[src/rtl/priv_trap_pkg.sv]
// Shared types and constants for the trap/interrupt sequencer.
//   trap_state_t : sequencer state encoding
//   MTVEC_*      : mtvec mode field values
//   cause_width  : width of the cause index, ceil(log2(max(n_irq, n_exc)))
package priv_trap_pkg;

    typedef enum logic [1:0] {
        IDLE   = 2'd0,
        DRAIN  = 2'd1,
        COMMIT = 2'd2,
        RET    = 2'd3
    } trap_state_t;

    localparam logic [1:0] MTVEC_DIRECT   = 2'd0;
    localparam logic [1:0] MTVEC_VECTORED = 2'd1;

    function automatic int cause_width(input int n_irq, input int n_exc);
        int m;
        m = (n_irq > n_exc) ? n_irq : n_exc;
        return (m <= 2) ? 1 : $clog2(m);
    endfunction

endpackage

[src/rtl/priv_prio_enc.sv]
// Lowest-index-first priority encoder.
//   req    : request vector
//   valid  : any request set
//   index  : index of the lowest set request (0 when none)
//   onehot : one-hot of the winning request (0 when none)
module priv_prio_enc #(
    parameter int N  = 16,
    parameter int IW = 4
) (
    input  logic [N-1:0]  req,
    output logic          valid,
    output logic [IW-1:0] index,
    output logic [N-1:0]  onehot
);

    always_comb begin
        valid  = |req;
        index  = '0;
        onehot = '0;
        // Scan from the top down so the lowest set index is written last.
        for (int i = N - 1; i >= 0; i--) begin
            if (req[i]) begin
                index     = IW'(i);
                onehot    = '0;
                onehot[i] = 1'b1;
            end
        end
    end

endmodule

[src/rtl/priv_trap_sequencer.sv]
// Trap/interrupt sequencer between pipeline hazard logic and the CSR file.
// Latches interrupt edges into pending bits, picks the highest-priority
// trap (exceptions over interrupts, lowest index first), waits for the
// pipeline to drain, then emits one-cycle CSR update and PC redirect strobes.
// Ports:
//   CLK, RST                 clock, synchronous active-high reset
//   irq_src/irq_en/global_ie interrupt lines, enables, global enable
//   clear_pending            software clear of pending bits
//   exc_src/exc_pc/exc_tval  exception flags, PC and trap value
//   pipe_clear               pipeline drained, redirect allowed
//   mret                     return request pulse
//   mtvec_base/mtvec_mode    trap vector configuration
//   mepc_in                  current mepc, return target
//   pending                  latched pending bits
//   trap_rup                 strobe: write mcause/mepc/mtval/mstatus
//   cause_intr/cause_code    latched cause
//   epc_out/tval_out         latched mepc/mtval write values
//   insert_pc/priv_pc        PC redirect strobe and target
//   busy                     sequencer not idle
//
// state  | meaning
// IDLE   | waiting for a trap or mret
// DRAIN  | cause latched, waiting for pipe_clear
// COMMIT | one cycle: CSR update and redirect to trap vector
// RET    | one cycle: redirect to mepc
module priv_trap_sequencer
    import priv_trap_pkg::*;
#(
    parameter int NUM_IRQ     = 16,
    parameter int NUM_EXC     = 16,
    parameter int XLEN        = 32,
    parameter int VECTORED_EN = 1
) (
    input  logic                                     CLK,
    input  logic                                     RST,
    input  logic [NUM_IRQ-1:0]                       irq_src,
    input  logic [NUM_IRQ-1:0]                       irq_en,
    input  logic                                     global_ie,
    input  logic [NUM_IRQ-1:0]                       clear_pending,
    input  logic [NUM_EXC-1:0]                       exc_src,
    input  logic [XLEN-1:0]                          exc_pc,
    input  logic [XLEN-1:0]                          exc_tval,
    input  logic                                     pipe_clear,
    input  logic                                     mret,
    input  logic [XLEN-1:0]                          mtvec_base,
    input  logic [1:0]                               mtvec_mode,
    input  logic [XLEN-1:0]                          mepc_in,
    output logic [NUM_IRQ-1:0]                       pending,
    output logic                                     trap_rup,
    output logic                                     cause_intr,
    output logic [cause_width(NUM_IRQ, NUM_EXC)-1:0] cause_code,
    output logic [XLEN-1:0]                          epc_out,
    output logic [XLEN-1:0]                          tval_out,
    output logic                                     insert_pc,
    output logic [XLEN-1:0]                          priv_pc,
    output logic                                     busy
);

    localparam int CW  = cause_width(NUM_IRQ, NUM_EXC);
    localparam int IIW = $clog2(NUM_IRQ);
    localparam int EIW = $clog2(NUM_EXC);

    trap_state_t          state_q, state_d;
    logic [NUM_IRQ-1:0]   pending_q, pending_d;
    logic [NUM_IRQ-1:0]   irq_src_q;
    logic [NUM_IRQ-1:0]   taken_q, taken_d;
    logic                 cause_intr_q, cause_intr_d;
    logic [CW-1:0]        cause_code_q, cause_code_d;
    logic [XLEN-1:0]      epc_q, epc_d;
    logic [XLEN-1:0]      tval_q, tval_d;
    logic [XLEN-1:0]      priv_pc_q, priv_pc_d;

    logic                 exc_valid;
    logic [EIW-1:0]       exc_index;
    logic [NUM_EXC-1:0]   unused_exc_onehot;
    logic                 irq_valid;
    logic [IIW-1:0]       irq_index;
    logic [NUM_IRQ-1:0]   irq_onehot;
    logic                 irq_elig;
    logic [NUM_IRQ-1:0]   taken;
    logic [XLEN-1:0]      base_addr;
    logic [XLEN-1:0]      vec_addr;
    logic                 use_vec;

    priv_prio_enc #(.N(NUM_EXC), .IW(EIW)) u_exc_enc (
        .req    (exc_src),
        .valid  (exc_valid),
        .index  (exc_index),
        .onehot (unused_exc_onehot)
    );

    priv_prio_enc #(.N(NUM_IRQ), .IW(IIW)) u_irq_enc (
        .req    (pending_q & irq_en),
        .valid  (irq_valid),
        .index  (irq_index),
        .onehot (irq_onehot)
    );

    assign irq_elig  = global_ie & irq_valid;
    // taken_q remembers which IRQ was latched; it is only applied in COMMIT.
    assign taken     = (state_q == COMMIT) ? taken_q : '0;
    assign base_addr = mtvec_base & ~XLEN'(3);
    assign vec_addr  = base_addr + (XLEN'(cause_code_q) << 2);
    assign use_vec   = (VECTORED_EN != 0) && (mtvec_mode == MTVEC_VECTORED) && cause_intr_q;

    always_comb begin
        state_d      = state_q;
        taken_d      = taken_q;
        cause_intr_d = cause_intr_q;
        cause_code_d = cause_code_q;
        epc_d        = epc_q;
        tval_d       = tval_q;
        trap_rup     = 1'b0;
        insert_pc    = 1'b0;
        priv_pc      = priv_pc_q;

        // A fresh edge overrides a clear or take of the same bit.
        pending_d = (pending_q & ~clear_pending & ~taken) | (irq_src & ~irq_src_q);

        case (state_q)
            IDLE: begin
                if (exc_valid) begin
                    cause_intr_d = 1'b0;
                    cause_code_d = CW'(exc_index);
                    epc_d        = exc_pc;
                    tval_d       = exc_tval;
                    taken_d      = '0;
                    state_d      = DRAIN;
                end else if (irq_elig) begin
                    cause_intr_d = 1'b1;
                    cause_code_d = CW'(irq_index);
                    epc_d        = exc_pc;
                    tval_d       = '0;
                    taken_d      = irq_onehot;
                    state_d      = DRAIN;
                end else if (mret) begin
                    state_d = RET;
                end
            end
            DRAIN: begin
                // An exception preempts a latched interrupt, which then
                // stays pending because taken_d is dropped.
                if (exc_valid && cause_intr_q) begin
                    cause_intr_d = 1'b0;
                    cause_code_d = CW'(exc_index);
                    epc_d        = exc_pc;
                    tval_d       = exc_tval;
                    taken_d      = '0;
                end
                if (pipe_clear) begin
                    state_d = COMMIT;
                end
            end
            COMMIT: begin
                trap_rup  = 1'b1;
                insert_pc = 1'b1;
                priv_pc   = use_vec ? vec_addr : base_addr;
                state_d   = IDLE;
            end
            RET: begin
                insert_pc = 1'b1;
                priv_pc   = mepc_in;
                state_d   = IDLE;
            end
            default: state_d = IDLE;
        endcase

        priv_pc_d = priv_pc;
    end

    always_ff @(posedge CLK) begin
        if (RST) begin
            state_q      <= IDLE;
            pending_q    <= '0;
            irq_src_q    <= '0;
            taken_q      <= '0;
            cause_intr_q <= 1'b0;
            cause_code_q <= '0;
            epc_q        <= '0;
            tval_q       <= '0;
            priv_pc_q    <= '0;
        end else begin
            state_q      <= state_d;
            pending_q    <= pending_d;
            irq_src_q    <= irq_src;
            taken_q      <= taken_d;
            cause_intr_q <= cause_intr_d;
            cause_code_q <= cause_code_d;
            epc_q        <= epc_d;
            tval_q       <= tval_d;
            priv_pc_q    <= priv_pc_d;
        end
    end

    assign pending    = pending_q;
    assign cause_intr = cause_intr_q;
    assign cause_code = cause_code_q;
    assign epc_out    = epc_q;
    assign tval_out   = tval_q;
    assign busy       = (state_q != IDLE);

endmodule

[config.mk]
export PLATFORM = sky130hd
export DESIGN_NAME = priv_trap_sequencer
export DESIGN_NICKNAME = d
export VERILOG_FILES = /design/src/rtl/priv_trap_pkg.sv /design/src/rtl/priv_prio_enc.sv /design/src/rtl/priv_trap_sequencer.sv
export SDC_FILE = /design/constraint.sdc
export NUM_CORES = 1
export LEC_CHECK = 0
export CAP_MARGIN = 10
export CORE_ASPECT_RATIO = 1.25
export CORE_MARGIN = 3
export CORE_UTILIZATION = 47
export CTS_BUF_LIST = sky130_fd_sc_hd__clkbuf_8
export CTS_CLUSTER_DIAMETER = 50
export DETAILED_ROUTE_END_ITERATION = 10
export PLACE_DENSITY = 0.88
export RECOVER_POWER = 100
export SETUP_SLACK_MARGIN = 0.05
export SKIP_LAST_GASP = 1
export SLEW_MARGIN = 40
export SYNTH_ARGS = -nofsm -noshare
export SYNTH_HDL_FRONTEND = slang
export SYNTH_SLANG_ARGS = --single-unit
[constraint.sdc]
create_clock -name CLK -period 8.95 [get_ports CLK]
set_input_delay 1.79 -clock CLK [delete_from_list [all_inputs] [get_ports CLK]]
set_output_delay 1.79 -clock CLK [all_outputs]
set_load 0.01 [all_outputs]
Yosys cells after proc, flatten, opt, wreduce, memory -nomap -nowiden

Index checks and enable logic that the tools add are counted.

Flip-flop bits (word level): 151
Latch bits: 0
Memory bits (writable): 0
Memory bits (read-only): 0
Input port bits: 199
Logic and storage cells: 115
Memories kept: 0

Add/subtract/negate cells: 1
Multiply operators: 0
Divide/modulo/power cells: 0
Order comparisons: 0
Eq/ne operators: 8
Shifts and indexed selects: 0
Mux-type cells: 78
Bitwise operators: 9
Reductions and logical operators: 10

Operators with widths:

| cell               | number |
|---|---|
| $mux 16            | 20 |
| $mux 32            | 7 |
| $pmux 32 s2        | 3 |
| $mux 4             | 35 |
| $and 16x16->16     | 4 |
| $not 16->16        | 3 |
| $add 32x6->32      | 1 |
| $pmux 16 s2        | 1 |
| $reduce_or 16->1   | 2 |
| $or 16x16->16      | 1 |
| $mux 2             | 4 |
| $pmux 4 s2         | 1 |
| $pmux 2 s3         | 1 |
| $mux 1             | 5 |
| $eq 2x1->1 const B | 2 |
| $eq 2x2->1 const B | 2 |
| $ne 2x2->1 const B | 2 |
| $ne 4x4->1 const B | 1 |
| $reduce_bool 2->1  | 2 |
| $ne 3x3->1 const B | 1 |
| $reduce_and 3->1   | 1 |
| $logic_and 1x1->1  | 2 |
| $logic_not 2->1    | 1 |
| $pmux 1 s2         | 1 |
| other kinds (3)    | 3 |

Logic depth before layout (Yosys ltp)

Gate-level depths: netlist of run 1.

Word-level depth: 20
Gate-level depth with buffers: 10
Gate-level depth less buffers: 9

Cells and area by module

A second synthesis of run 1 with hierarchy kept.

Cell total of the unflattened synthesis: 954
Area, all modules: 7,553.5 um^2

By module, submodules not included:

| module              | times used | cells each | area an instance (um^2) | sequential area each (um^2) |
|---|---|---|---|---|
| priv_trap_sequencer | 1          | 850        | 6,865.3                 | 3,022.9 |
| priv_prio_enc       | 2          | 52         | 344.1                   | 0.0 |

Worst setup path after synthesis of run 1

Ideal clock, no wire load.

Path type: input port to output port
From: input port mtvec_base[2]
To: output port priv_pc[24]
Data arrival time: 3,885 ps
Slack: 3,275 ps
Cell stages on the path: 9
Buffers on the path: 1
Path through: ha_1 -> inv_1 -> fa_1 -> nor2b_1 -> o21ai_1 -> a2111o_1 -> buf_6 -> or4_1 -> nand3_1

Longest elaborated chain between the ends: 3

RTL lines:

| what            | RTL line                   | text |
|---|---|---|
| start, declared | priv_trap_sequencer.sv:45  | `input logic [XLEN-1:0] mtvec_base,` |
| $add 32x6->32   | priv_trap_sequencer.sv:103 | `assign vec_addr = base_addr + (XLEN'(cause_code_q) << 2);` |
| $mux 32         | priv_trap_sequencer.sv:157 | `priv_pc = use_vec ? vec_addr : base_addr;` |
| $pmux 32 s2     | priv_trap_sequencer.sv:120 | `case (state_q)` |
| end, declared   | priv_trap_sequencer.sv:55  | `output logic [XLEN-1:0] priv_pc,` |

Every way passes these cells.

Worst setup path in the final report of run 1

From: input port mtvec_base[2]
To: output port priv_pc[26]

Same word-level chain as after synthesis.

==> results of run 1 <==
cell usage in the layout, fill, tap and decap left out, types with 6 or more instances in the layout:
| cell | netlist | final |
|---|---|---|
| a211oi_1 | 12 | 12 |
| a21oi_1 | 65 | 65 |
| a22o_1 | 8 | 8 |
| a22oi_1 | 23 | 23 |
| a31oi_1 | 7 | 7 |
| a32o_1 | 16 | 16 |
| clkbuf_1 | 39 | 6 |
| clkbuf_8 | 0 | 17 |
| clkdlybuf4s50_1 | 0 | 199 |
| dfxtp_1 | 151 | 151 |
| dlygate4sd3_1 | 0 | 116 |
| inv_1 | 26 | 30 |
| nand2_1 | 170 | 170 |
| nand3_1 | 54 | 54 |
| nand3b_1 | 38 | 38 |
| nand4_1 | 6 | 6 |
| nor2_1 | 35 | 34 |
| nor2b_1 | 38 | 38 |
| nor3_1 | 14 | 15 |
| o21ai_0 | 20 | 23 |
| o21ai_1 | 11 | 8 |
| or3_1 | 12 | 12 |
| or4_1 | 7 | 7 |
| xnor2_1 | 14 | 14 |
flip-flops by register name, summed over array words and instances (netlist names):
name,cells
taken_q,16
irq_src_q,16
cause_code,4
state_q,2
pending,16
tval_out,32
cause_intr,1
epc_out,32
priv_pc_q,32
worst register-to-register path, stage by stage (launching register included):
cell and delay, ps:
dfxtp_1 540, inv_1 980, nand2_1 340, nor2_1 350
a211o_1 520, clkbuf_1 890, clkbuf_1 1710, a221oi_1 340
layer usage:
metal | global-route usage (%) | routed length, um | share of wire, %
met1 | 30.3 | 9030 | 37
met3 | 10.6 | 2380 | 9.8
met2 | 48.7 | 12000 | 50
met4 | 11.3 | 762 | 3.2
met5 | 0 | 0 | 0
logic make-up after synthesis:
group,Yosys count,synth area share [%]
mux,4,0.597
fa+ha+maj,5,0.983
simple gates,406,29.5
compound gates,201,19.0
flops,151,42.4
buf+inv,84,5.48
xor+xnor,16,1.97
path summary, 6_finish.rpt:
kind / start / end / slack (ps) / cells after the start
min reg2reg: epc_out[25] / epc_out[25] / 450 / 2
max reg2reg: state_q[1] / cause_code[1] / 3030 / 7
max: mtvec_base[2] / priv_pc[26] / 1720 / 10
min: epc_out[25] / epc_out[25] / 450 / 2
power by group:
group	total (W)	internal, W	switching (W)
clock network	0.000533	0.000272	0.000261
logic	0.000371	0.000195	0.000176
registers	0.000744	0.000716	0.0000284
area by class of cell:
type / count / area, um2
fillers: 1143 / 3940
multi-input cells: 632 / 3710
repair buffers: 323 / 3190
flip-flops and latches: 151 / 3020
clock buffers: 17 / 234
well taps: 178 / 223
clock inverters: 14 / 160
inverters: 30 / 113
metrics by stage:
step / hold WS [ps] / area (um2) / total power, W / setup WS (ps)
after floorplan: 432 / 7130 / 0.000926 / 3280
after global routing: 469 / 10600 / 0.00172 / 1370
after CTS: 456 / 10700 / 0.00168 / 2010
final: 453 / 10600 / 0.00165 / 1720
after detailed placement: 446 / 10300 / 0.00115 / 2000
after global placement: 439 / 10300 / 0.00114 / 2070
==> impl_metrics.toml, run 1 <==
[finish]
antenna_cells = 0
final_util_pct = 73.0
final_cells = 1345
areaGrowthSynthToFinish_pct = 49.4
final_net_count = 1359
drive_above_1_share_pct = 3.94

[clock_tree]
hold_buffers = 0
root_buffer = "clkbuf_8"
cts_buffers = 17
cts_setup_buffers = 0
cts.repair.resized = 0
cts.htree.levels = 4
clk_latency_ps = 450
clock_sinks = 151
clk_pin_slew_ps = 80
clockBufferDepth = 2
cts_tree = "built"

[grt]
grt_pass1_wl_um = 36700
grt_pass1_vias = 7259
grt_max_degree = 84
grt_usage_pct = 27.9
antenna_found_initial = 0
overflow = 0

[worst_setup_path]
slowest_delay_ps = 690
critPathSlowestCell = "a2111o_1"
crit_top_cell = "dlygate4sd3_1"
worstPathCellList = "dlygate4sd3_1 > ha_1 > inv_1 > fa_1 > nor2b_1 > o21ai_0 > a2111o_1 > or4_1 > nand3_1 > dlygate4sd3_1"
required_ps = 7160
worstPathArrival_ps = 5440
startpoint_type = "primary input"
end_kind = "output pin"
path_delay_family = "buffers and inverters"
crit_buf_inv = 3
critPathKind = "primary input to output pin"
critPathMaxFanout = 11

[yosys]
synth_area_leaders = "dfxtp_1 (42%), nand2_1 (9.0%), a21oi_1 (4.6%)"
ys_ff_latch = 151
syn_nets = 1071
netlist_top_cells_count = "nand2_1 (170), dfxtp_1 (151), a21oi_1 (65)"
synth.most_common_cell = "nand2_1"
synth_ff_type = "dfxtp_1"
synth.distinct_cells = 73
synth_top_area_cell = "dfxtp_1"
avgSynthCellArea_um2 = 8.22
synthCells = 867
yosys_warnings = 0
synth_top_area_share_pct = 42.4
synthArstFlopShare_pct = 0
synthesis.area_um2 = 7130
yosysSeqAreaShare_pct = 42.4
synth_edf_count = 0

[timing]
skew_ps = 14.8
slew_headroom_pct = -108
period_share_pct = 80.7
fmax_mhz = 138
setup_violations = 0
grt_setup_unrepaired = "false"
drv_slew = 216
worst_pin_slew_ps = 3110
fin_crit_ps = 7230
finalHoldViolations = 0
fin_tns_setup_ps = 0

[pwr]
leakage_nw = 4.24
power.density_nw_per_um2 = 155
peakVddDrop_uv = 120

[drt]
drt_iter0_drc = 473
drt-wirelength-per-cell_um = 17.9
drt-total-wl_um = 24100
vias_per_cell = 5.59
vias = 7515
drtAntennaViolNets = 0
first_pass_iters = 5
drc = 0

[placement]
dp_cells = 1312
port-buffer-count = 316
place.gp.congestion = 0.913
hpwl_um = 17900

[floorplanning]
die_w_um = 116
core_area_um2 = 14600
io_pins = 319
dieArea_um2 = 16700
start_util_pct = 48.9
rows = 49
dieHeight_um = 144

[status]
violations = "max-capacitance violations, max-slew violations"
status = "complete, but fails checks"

[hold_path]
hp-class = "flip-flop to flip-flop"

[flow_run]
maxCapViolCount = 4
Note: power is estimated with default switching activity, not from simulation.
==> run 2, diff against run 1 <==
--- a/config.mk
+++ b/config.mk
@@ -8,11 +8,11 @@
 export CAP_MARGIN = 10
 export CORE_ASPECT_RATIO = 1.25
 export CORE_MARGIN = 3
-export CORE_UTILIZATION = 47
+export CORE_UTILIZATION = 39
 export CTS_BUF_LIST = sky130_fd_sc_hd__clkbuf_8
 export CTS_CLUSTER_DIAMETER = 50
 export DETAILED_ROUTE_END_ITERATION = 10
-export PLACE_DENSITY = 0.88
+export PLACE_DENSITY = 0.78
 export RECOVER_POWER = 100
 export SETUP_SLACK_MARGIN = 0.05
 export SKIP_LAST_GASP = 1
==> constraint.sdc (replaced) <==
create_clock -name CLK -period 6 [get_ports CLK]
set_input_delay 1.2 -clock CLK [delete_from_list [all_inputs] [get_ports CLK]]
set_output_delay 1.2 -clock CLK [all_outputs]
set_load 0.01 [all_outputs]
==> impl_metrics.toml, run 2 (synthesis gave the netlist of run 1 again) <==
[worst_setup_path]
required_ps = 4800
worstPathArrival_ps = 4520
critPathMaxFanout = 11
worstPathCellList = "dlygate4sd3_1 > ha_1 > inv_1 > fa_1 > nor2b_1 > o21ai_0 > a2111o_1 > or4_1 > nand3_1 > clkdlybuf4s50_1"
critPathKind = "primary input to output pin"
critPathSlowestCell = "a2111o_1"
startpoint_type = "primary input"
slowest_delay_ps = 620
end_kind = "output pin"

[drt]
first_pass_iters = 5
drt_iter0_drc = 313
vias = 7432
drc = 0
drt-wirelength-per-cell_um = 17.2
vias_per_cell = 5.32
drt-total-wl_um = 24000
drtAntennaViolNets = 0

[timing]
skew_ps = 20.1
fin_crit_ps = 5720
setup_violations = 0
period_share_pct = 95.3
fin_tns_setup_ps = 0
finalHoldViolations = 0
drv_slew = 162
grt_setup_unrepaired = "false"
worst_pin_slew_ps = 2420
slew_headroom_pct = -61.5
fmax_mhz = 175

[clock_tree]
root_buffer = "clkbuf_8"
cts_buffers = 17
cts_tree = "built"
cts_setup_buffers = 0
clk_latency_ps = 450
cts.repair.resized = 0
clockBufferDepth = 2
cts.htree.levels = 4
clk_pin_slew_ps = 80
clock_sinks = 151
hold_buffers = 0

[pwr]
peakVddDrop_uv = 156
power.density_nw_per_um2 = 230
leakage_nw = 4.24

[floorplanning]
core_area_um2 = 17700
start_util_pct = 40.3
die_w_um = 127
dieArea_um2 = 19900
rows = 54
dieHeight_um = 157
io_pins = 319

[status]
violations = "max-capacitance violations, max-slew violations"
status = "complete, but fails checks"

[placement]
place.gp.congestion = 0.856
hpwl_um = 17600
port-buffer-count = 316
dp_cells = 1364

[hold_path]
hp-class = "flip-flop to flip-flop"

[grt]
grt_pass1_wl_um = 37100
overflow = 0
grt_max_degree = 63
grt_usage_pct = 23.1
antenna_found_initial = 1
grt_pass1_vias = 7251

[finish]
final_cells = 1396
antenna_cells = 0
mostFrequentLayoutCell = "clkdlybuf4s50_1"
final_net_count = 1363
layout_common_cells = "clkdlybuf4s50_1 (207), nand2_1 (170), dfxtp_1 (151), dlygate4sd3_1 (108), a21oi_1 (65)"
areaGrowthSynthToFinish_pct = 50.9
drive_above_1_share_pct = 4.61

[flow_run]
maxCapViolCount = 3
## run 2: area by class of cell
| type | count | area [um2] |
|---|---|---|
| Fill cell | 1606 | 6950 |
| Multi-Input combinational cell | 632 | 3720 |
| Timing Repair Buffer | 327 | 3220 |
| Sequential cell | 151 | 3020 |
| Tap cell | 224 | 280 |
| Clock buffer | 17 | 234 |
| Clock inverter | 15 | 164 |
| Inverter | 30 | 113 |
## run 2: final timing paths
kind                       to          start  slack [ps]  cells past startpoint
hold reg to reg   epc_out[30]    epc_out[30]         450                      2
hold / removal    epc_out[30]    epc_out[30]         450                      2
setup / recovery  priv_pc[26]  mtvec_base[2]         280                     10
setup reg to reg  taken_q[11]     state_q[1]        2130                      7
## run 2: worst max-delay path, delay by kind of cell
family | cells | cell delay [ps]
simple gates | 3 | 810
compound gates | 2 | 770
fa+ha+maj | 2 | 570
buf+inv | 3 | 1160
## run 2: report_power, final
| part | switching [W] | total (W) | internal (W) |
|---|---|---|---|
| sequential | 0.0000395 | 0.00111 | 0.00107 |
| clock | 0.000428 | 0.000809 | 0.000380 |
| combinational | 0.000263 | 0.000558 | 0.000295 |
## run 2: through the flow
stage / instance area (um2) / total power, W / hold slack, ps / setup WS [ps] / util, %
6_report: 10800 / 0.00247 / 453 / 282 / 60.8
2_1_floorplan: 7130 / 0.00138 / 432 / 1510 / -
3_5_place_dp: 10400 / 0.00172 / 445 / 399 / 58.7
4_1_cts: 10800 / 0.00253 / 455 / 395 / 60.9
5_1_grt: 10800 / 0.00260 / 473 / 130 / 60.8
3_3_place_gp: 10400 / 0.00171 / 439 / 427 / 58.7
## run 2: layer usage
layer | share of wire, % | global-route usage, % | vias to the layer above
met5 | 0.033 | 0 | -
met4 | 1.7 | 6.80 | 2
met3 | 7.9 | 7.47 | 30
met2 | 51 | 41.6 | 266
met1 | 39 | 26.1 | 3463
li1 | - | - | 3671
